**config.mk**
```make
export PLATFORM = sky130hd
export DESIGN_NAME = decode_regfile
export DESIGN_NICKNAME = d
export VERILOG_FILES = /design/src/rtl/decode_regfile_pkg.sv /design/src/rtl/regfile_2r1w.sv /design/src/rtl/decode_regfile.sv
export SDC_FILE = /design/constraint.sdc
export NUM_CORES = 1
export LEC_CHECK = 0
export BUFFER_PORTS_ARGS = -buffer_cell sky130_fd_sc_hd__buf_4
export CAP_MARGIN = 20
export CORE_MARGIN = 4
export CORE_UTILIZATION = 50
export CTS_CLUSTER_DIAMETER = 150
export DETAILED_ROUTE_END_ITERATION = 7
export PLACE_DENSITY = 0.73
export SLEW_MARGIN = 20
export SYNTH_ARGS = -nofsm -noshare
export SYNTH_HDL_FRONTEND = slang
export SYNTH_SLANG_ARGS = --single-unit
```
**constraint.sdc**
```tcl
create_clock -name Clock -period 27.5 [get_ports Clock]
set_input_delay 1.375 -clock Clock [delete_from_list [all_inputs] [get_ports Clock]]
set_output_delay 1.375 -clock Clock [all_outputs]
set_load 0.005 [all_outputs]
```
**src/rtl/decode_regfile_pkg.sv**
```systemverilog
// decode_regfile_pkg: shared CPU encodings for destination and write-data selection
package decode_regfile_pkg;

    typedef enum logic [1:0] {
        DST_B    = 2'b00,
        DST_C    = 2'b01,
        DST_LINK = 2'b10,
        DST_A    = 2'b11
    } reg_dst_e;

    typedef enum logic [1:0] {
        WD_ALU = 2'b00,
        WD_MEM = 2'b01,
        WD_PC  = 2'b10,
        WD_IMM = 2'b11
    } wd_sel_e;

endpackage

```
**src/rtl/regfile_2r1w.sv**
```systemverilog
// regfile_2r1w: register array with one write port and two registered, write-through read ports
module regfile_2r1w #(
    parameter int DATA_W   = 16,
    parameter int NREGS    = 16,
    parameter int ZERO_REG = 0
) (
    input  logic                     clk,
    input  logic                     rst,
    input  logic                     we,
    input  logic [$clog2(NREGS)-1:0] waddr,
    input  logic [DATA_W-1:0]        wdata,
    input  logic [$clog2(NREGS)-1:0] raddr1,
    input  logic [$clog2(NREGS)-1:0] raddr2,
    output logic [DATA_W-1:0]        rdata1,
    output logic [DATA_W-1:0]        rdata2
);

    logic [DATA_W-1:0] regs [NREGS];
    logic              wen;

    // register 0 is never written when hardwired, so it stays at its reset value of zero
    assign wen = we && !(ZERO_REG != 0 && waddr == '0);

    always_ff @(posedge clk or posedge rst) begin
        if (rst) begin
            for (int i = 0; i < NREGS; i++) regs[i] <= '0;
            rdata1 <= '0;
            rdata2 <= '0;
        end else begin
            if (wen) regs[waddr] <= wdata;
            rdata1 <= (wen && waddr == raddr1) ? wdata : regs[raddr1];
            rdata2 <= (wen && waddr == raddr2) ? wdata : regs[raddr2];
        end
    end

endmodule

```
**src/rtl/decode_regfile.sv**
```systemverilog
// decode_regfile: instruction register with field decode feeding a 2-read/1-write register file
module decode_regfile import decode_regfile_pkg::*; #(
    parameter int DATA_W   = 16,
    parameter int NREGS    = 16,
    parameter int ZERO_REG = 0,
    parameter int LINK_REG = NREGS - 1
) (
    input  logic                Clock,
    input  logic                Reset,
    input  logic                IRWrite,
    input  logic [DATA_W-1:0]   MemData,
    input  logic                RegWrite,
    input  logic [1:0]          RegDst,
    input  logic [1:0]          MemToReg,
    input  logic [DATA_W-1:0]   ALURegOut,
    input  logic [DATA_W-1:0]   MemDataReg,
    input  logic [DATA_W-1:0]   PC,
    output logic [DATA_W/4-1:0] ir_op,
    output logic [DATA_W/4-1:0] ir_a,
    output logic [DATA_W/4-1:0] ir_b,
    output logic [DATA_W/4-1:0] ir_c,
    output logic [DATA_W-1:0]   read1,
    output logic [DATA_W-1:0]   read2
);

    localparam int AW = $clog2(NREGS);
    localparam int H  = DATA_W / 2;

    logic [DATA_W-1:0] ir;
    logic [DATA_W-1:0] wdata;
    logic [AW-1:0]     waddr;

    always_ff @(posedge Clock or posedge Reset) begin
        if (Reset) ir <= '0;
        else if (IRWrite) ir <= MemData;
    end

    assign {ir_op, ir_a, ir_b, ir_c} = ir;

    // addressing always uses the IR as it stands this cycle, so a simultaneous load only affects later cycles
    always_comb begin
        waddr = RegDst == DST_B    ? ir_b[AW-1:0] :
                RegDst == DST_C    ? ir_c[AW-1:0] :
                RegDst == DST_LINK ? AW'(LINK_REG) : ir_a[AW-1:0];
        wdata = MemToReg == WD_ALU ? ALURegOut :
                MemToReg == WD_MEM ? MemDataReg :
                MemToReg == WD_PC  ? PC : {{H{ir[H-1]}}, ir[H-1:0]};
    end

    regfile_2r1w #(
        .DATA_W  (DATA_W),
        .NREGS   (NREGS),
        .ZERO_REG(ZERO_REG)
    ) u_rf (
        .clk   (Clock),
        .rst   (Reset),
        .we    (RegWrite),
        .waddr (waddr),
        .wdata (wdata),
        .raddr1(ir_a[AW-1:0]),
        .raddr2(ir_b[AW-1:0]),
        .rdata1(read1),
        .rdata2(read2)
    );

endmodule

```
==> metrics.csv, run 1 <==
metric,value,unit
synthesis-stage register bit count,304,
Initial Util,0.507,
CP Class,reg2reg,
"top cells by count, synth","304 x dfrtp_1, 272 x mux2_2, 128 x mux4_2",
I/O Buffers,119,
num rows,65,
Mean Syn Cell Area,14.6,um2
async set-reset flop share out of synthesis,1.00,
worst path buffer plus inverter count,1,
peak supply drop,0.0493,mV
first-pass GRT wire length,65900,um
Worst-Skew Late Latency,510,ps
TritonCTS clock tree,built,
Longest Clk Path Bufs,3,
vias per cell,6.46,
RSZ-0062 raised after global routing,false,
PostCTS Resize Cnt,0,
Reg2Reg Capture Point,u_rf.regs[249]$_DFFE_PP0P_,
Yosys cell types,42,
DRC viols,0,
vias in the first global route,10953,
Post-synth EDFFs,0,
Post-Syn Area,16000,um2
"most used cell, CP",or2_1,
Slew headroom,0.233,
TNS Setup,0,ps
DIE WIDTH,187,um
"Data arrival, critical path",4170,ps
Pins Over Slew Limit,0,
Tot GR Track Use,0.243,
status,"finished, final reports clean",
initial antenna violation count,0,
CP Cell Sequence,buf_4 > nor3_1 > a21oi_1 > or2_1 > or2_1 > mux2_2,
CTS Hold Bufs,0,
Overall Power,0.00176,W
critical path depth in cells,6,
critical path's top delay family,simple AND/OR/NAND/NOR gates,
fmax,265,MHz
sequential area share after synthesis,0.475,
largest cells by area after synthesis,"dfrtp_1 48%, mux2_2 19%, mux4_2 18%",
worst hold path type,reg2reg,
hold endpoint,u_rf.regs[34]$_DFFE_PP0P_,
area growth from synthesis to final layout,14.2,%
hold path depth,2,
final hold vios,0,
htree depth,2,
crit end category,flop,
# IOs,120,
drt total wl,42500,um
Layout Skew,6.22,ps
Final Wtd Congestion,0.774,
routed len/inst,26.7,um
"CTS clk-pin slew, worst paths",60,ps
Clock Tree Root,clkbuf_16,
Max-cap violations,0,
fraction of layout cells with a size suffix above 1,0.530,
post-synth net total,1167,
DRT Pass-1 Iters,5,
CP Launch Type,flop,
largest net degree at the start of global routing,104,
PnR worst setup slack,23720,ps
n_diodes,0,
Core Footprint,31600,um2
slack of the worst reg-to-reg path,23720,ps
Power Density,96.2,nW/um2
Synth top area share,0.475,
worst hold start,u_rf.regs[34]$_DFFE_PP0P_,
CP max FO,39,
Critical Path RT,27900,ps
Worst-Margin Slew,1150,ps
layout net count,1238,
Syn Inst Count,1095,
antenna-violating nets left,0,
clock buffer count from CTS,34,
"area leader, netlist",dfrtp_1,
CTS sink count,304,
Setup Viol. Count Final,0,
hpwl dp,25500,um
Pleak,7.97,nW
pre-CTS WS,23600,ps
via count,10283,
die height,187,um
Synth warnings,0,
cells on worst reg2reg path,6,
total die area,35000,um2
Crit path largest cell delay,910,ps
Period minus WS final,3780,ps
CP max stage cell,or2_1,
Worst R2R Start,ir[4]$_DFFE_PP0P_,
"Setup Fix Bufs, Post-CTS",0,
fin crit share,0.137,
main flop type after synthesis,dfrtp_1,
"count leader, synth",dfrtp_1,
1st-iter DRT viols,841,
grt ovf,0,
==> state kept, by name (all words and copies together), names as in the netlist <==
name,flops
ir,16
u_rf.rdata1,16
u_rf.rdata2,16
u_rf.regs,256
==> how the worst max path moves through the flow <==
stage                                       to         startpoint  slack [ps]
detailed placement   u_rf.regs[77]$_DFFE_PP0P_          RegDst[1]       23600
global route        u_rf.regs[249]$_DFFE_PP0P_  ir[4]$_DFFE_PP0P_       23410
finish              u_rf.regs[249]$_DFFE_PP0P_  ir[4]$_DFFE_PP0P_       23720
global placement    u_rf.regs[111]$_DFFE_PP0P_          RegDst[1]       23560
floorplan                    ir[0]$_DFFE_PP0P_              Reset       17720
CTS                 u_rf.regs[249]$_DFFE_PP0P_  ir[4]$_DFFE_PP0P_       23670
==> per-layer routing <==
| metal | vias up | global-route usage | routed length [um] |
|---|---|---|---|
| li1 | 4334 | - | - |
| met1 | 5420 | 0.333 | 17300 |
| met2 | 429 | 0.382 | 20100 |
| met3 | 100 | 0.0614 | 3620 |
| met4 | 0 | 0.0902 | 1490 |
| met5 | - | 0 | 0 |
==> layout by cell type, fill, tap and decap left out, types with 2 or more instances in the layout <==
cell / synthesis / routed
a211oi_1: 2 / 2
a21oi_1: 5 / 5
a221oi_1: 17 / 17
a2bb2oi_1: 4 / 4
buf_4: 12 / 141
bufinv_16: 0 / 2
clkbuf_1: 47 / 5
clkbuf_16: 0 / 37
clkbuf_8: 0 / 10
clkinv_2: 0 / 4
dfrtp_1: 304 / 298
dfrtp_2: 0 / 3
dfrtp_4: 0 / 3
inv_1: 25 / 24
mux2_2: 272 / 272
mux2_4: 10 / 10
mux2i_1: 52 / 52
mux4_2: 128 / 128
nand2_1: 43 / 43
nand2b_1: 3 / 3
nand3_1: 4 / 4
nand3b_1: 3 / 3
nor2_1: 12 / 7
nor2_2: 4 / 8
nor2b_1: 3 / 3
nor3_1: 3 / 3
o21ai_0: 39 / 39
o221ai_1: 17 / 17
o22ai_1: 19 / 19
or2_1: 4 / 3
or2_2: 1 / 2
or3_2: 0 / 2
==> worst reg2reg max path: stages, from the launching register on <==
cell     delay [ps]
dfrtp_4         900
buf_4           760
nor3_1          140
a21oi_1         240
or2_1           270
or2_1           910
mux2_2          440
==> through the flow <==
step            util  cell area [um2]  std cells  hold slack [ps]
2_1_floorplan      -            16000       1095              466
3_3_place_gp   0.542            17100       1532              481
4_1_cts        0.579            18300       1591              504
3_5_place_dp   0.542            17100       1532              491
6_report       0.579            18300       1591              499
5_1_grt        0.579            18300       1591              517
==> power by group <==
group	switching [W]	internal [W]
clock network	0.000181	0.000289
registers	0.000141	0.000634
logic	0.000178	0.000334
total	0.000501	0.00126
==> cell type report <==
class                      instances  area (um2)
inverter                          25         101
fill                            2513       13300
timing repair buffer             141        1060
sequential                       304        7620
multi-input combinational        660        7830
clock buffer                      52        1080
tap                              402         503
clock inverter                     7        88.8
==> kinds of logic after synthesis <==
group | share of synthesized area
buffers and inverters | 0.0380
AOI/OAI and AO/OA | 0.0473
muxes | 0.413
DFF | 0.475
and+or+nand+nor | 0.0265
No activity file was read; power rests on OpenSTA's default activity.
==> inputs of run 2 (changes only) <==
PLACE_DENSITY = 0.76   (was 0.73)
clock period = 3.2 ns   (was 27.5 ns; I/O delays follow)
==> run 2 against run 1 <==
Against the previous run: via count increased by 2.5%; wire length increased by 1.8%; clock power increased to 8.2 times the previous value; register-to-register slack got worse by 23000 ps; count of clock-buffer cells in the layout decreased by 8; critical endpoint is now u_rf.rdata2[11]$_DFF_PP0_; largest cell class unchanged; largest power group unchanged.
==> metrics.csv, run 2 (synthesis gave the netlist of run 1 again) <==
metric,value,unit,change
Biggest register,u_rf.regs,,unchanged
pre-CTS WS,520,ps,"was 23,600 ps"
Final Non-Filler Cells,1640,,"was 1,591"
DRC viols,0,,unchanged
Worst-Margin Slew,938,ps,was 1150 ps
CP Class,reg2reg,,unchanged
CP max stage cell,dfrtp_4,,was or2_1
Power Density,804,nW/um2,was 96.2 nW/um2
slack of the worst reg-to-reg path,500,ps,"was 23,720 ps"
worst hold path type,in2reg,,was reg2reg
PostCTS Resize Cnt,0,,unchanged
largest net degree at the start of global routing,121,,was 104
status,"finished, final reports clean",,unchanged
clock buffer count from CTS,31,,was 34
vias per cell,6.43,,was 6.46
Worst R2R Start,ir[4]$_DFFE_PP0P_,,unchanged
fin crit share,0.843,,was 0.137
layout net count,1288,,"was 1,238"
TNS Setup,0,ps,unchanged
worst path buffer plus inverter count,1,,unchanged
crit end category,flop,,unchanged
n_diodes,0,,unchanged
fmax,371,MHz,was 265 MHz
final hold vios,0,,unchanged
fraction of layout cells with a size suffix above 1,0.523,,was 0.530
Longest Clk Path Bufs,3,,unchanged
DRT Pass-1 Iters,5,,unchanged
Crit path largest cell delay,890,ps,was 910 ps
"CTS clk-pin slew, worst paths",60,ps,about the same
Layout Skew,19.7,ps,was 6.22 ps
placed insts,1558,,"was 1,532"
critical path depth in cells,4,,was 6
drt total wl,43200,um,"was 42,500 um"
"Data arrival, critical path",3130,ps,was 4170 ps
worst hold start,IRWrite,,was u_rf.regs[34]$_DFFE_PP0P_
Pleak,8.18,nW,was 7.97 nW
CTS sink count,304,,unchanged
Final Wtd Congestion,0.806,,was 0.774
Initial Util,0.507,,unchanged
PnR worst setup slack,502,ps,"was 23,720 ps"
I/O Buffers,119,,unchanged
Reg2Reg Capture Point,u_rf.rdata2[11]$_DFF_PP0_,,was u_rf.regs[249]$_DFFE_PP0P_
1st-iter DRT viols,824,,was 841
TritonCTS clock tree,built,,unchanged
CP max FO,35,,was 39
vias in the first global route,11162,,"was 10,953"
Clock Tree Root,clkbuf_16,,unchanged
area growth from synthesis to final layout,16.9,%,was 14.2%
cells on worst reg2reg path,4,,was 6
die height,187,um,unchanged
"most used cell, CP",mux4_2,,was or2_1
critical path's top delay family,multiplexers,,was simple AND/OR/NAND/NOR gates
first-pass GRT wire length,67200,um,"was 65,900 um"
num rows,65,,unchanged
hpwl dp,26600,um,"was 25,500 um"
max reg flops,256,,unchanged
Pins Over Slew Limit,0,,unchanged
Period minus WS final,2700,ps,was 3780 ps
worst setup path start,ir[4]$_DFFE_PP0P_,,unchanged
"commonest non-fill, non-tap cell in the layout",dfrtp_1,,unchanged
DIE WIDTH,187,um,unchanged
Critical Path RT,3630,ps,"was 27,900 ps"
Max-cap violations,0,,unchanged
CP Launch Type,flop,,unchanged
Fill cells,2371,,"was 2,513"
grt ovf,0,,unchanged
total die area,35000,um2,unchanged
RSZ-0062 raised after global routing,false,,unchanged
htree depth,1,,was 2
via count,10543,,"was 10,283"
initial antenna violation count,0,,unchanged
end of the critical path,u_rf.rdata2[11]$_DFF_PP0_,,was u_rf.regs[249]$_DFFE_PP0P_
Tot GR Track Use,0.245,,was 0.243
routed len/inst,26.4,um,was 26.7 um
peak supply drop,0.472,mV,was 0.0493 mV
Slew headroom,0.375,,was 0.233
Core Footprint,31600,um2,unchanged
Setup Viol. Count Final,0,,unchanged
# IOs,120,,unchanged
antenna-violating nets left,0,,unchanged
most frequent cells in the layout,"299 x dfrtp_1, 272 x mux2_2, 162 x buf_4, 128 x mux4_2, 52 x mux2i_1",,"was 298 x dfrtp_1, 272 x mux2_2, 141 x buf_4, 128 x mux4_2, 52 x mux2i_1"
Worst-Skew Late Latency,560,ps,was 510 ps
CP Cell Sequence,buf_4 > mux4_2 > mux4_2 > mux2_2,,was buf_4 > nor3_1 > a21oi_1 > or2_1 > or2_1 > mux2_2
## run 2: cell types whose count changed in the layout (fill, tap and decap cells not counted), moves of 2 or more
| cell | change |
|---|---|
| buf_12 | +5 |
| or3_1 | +2 |
| clkbuf_8 | -2 |
| or3_2 | -2 |
| buf_4 | +21 |
| dlygate4sd3_1 | +27 |
| clkbuf_16 | -6 |
| bufinv_16 | +3 |
## run 2: area by class of cell
| type | instances | area (um2) | share of cell area |
|---|---|---|---|
| multi-input cells | 660 | 7820 | 0.418 |
| flip-flops and latches | 304 | 7620 | 0.407 |
| repair buffers | 194 | 1590 | 0.0848 |
| clock buffers | 44 | 905 | 0.0483 |
| well taps | 402 | 503 | 0.0269 |
| clock inverters | 11 | 190 | 0.0102 |
| inverters | 25 | 97.6 | 0.00521 |
## run 2: what timing repair did
action | 4_1_cts | 5_1_grt
endpoints found under the hold margin | 251 | 0
hold buffers | 27 | 0
setup buffers | 0 | 0
## run 2: through the flow
step	utilization	instance area, um2	hold WS (ps)	total power, W
final	0.593	18700	31.7	0.0150
after detailed placement	0.550	17400	380	0.0112
after CTS	0.593	18700	0.720	0.0151
after global routing	0.593	18700	52.6	0.0158
after global placement	0.550	17400	372	0.0109
after floorplan	-	16000	281	0.00972
## run 2: worst reg2reg max path, delay by kind of cell, from the launching register on
kind / cells / cell delay (ps)
multiplexers: 3 / 1310
buffers and inverters: 1 / 370
flip-flops: 1 / 890
## run 2: power breakdown
part           internal, W  switching [W]
logic              0.00292        0.00158
clock network      0.00236        0.00152
registers          0.00545        0.00123
## run 2: worst min-delay path by stage
stage / endpoint / slack, ps / depth (start not counted)
detailed placement: ir[5]$_DFFE_PP0P_ / 380 / 3
global route: ir[10]$_DFFE_PP0P_ / 50 / 2
finish: ir[10]$_DFFE_PP0P_ / 30 / 2
floorplan: ir[10]$_DFFE_PP0P_ / 280 / 2
CTS: ir[10]$_DFFE_PP0P_ / 0.7 / 2
global placement: ir[10]$_DFFE_PP0P_ / 370 / 3
## run 2: metal layers
metal | vias to the layer above | track usage | share of wire
met2 | 416 | 0.407 | 0.49
met4 | 0 | 0.0705 | 0.027
met1 | 5603 | 0.340 | 0.42
met3 | 85 | 0.0373 | 0.061
li1 | 4439 | - | -
met5 | - | 0 | 0
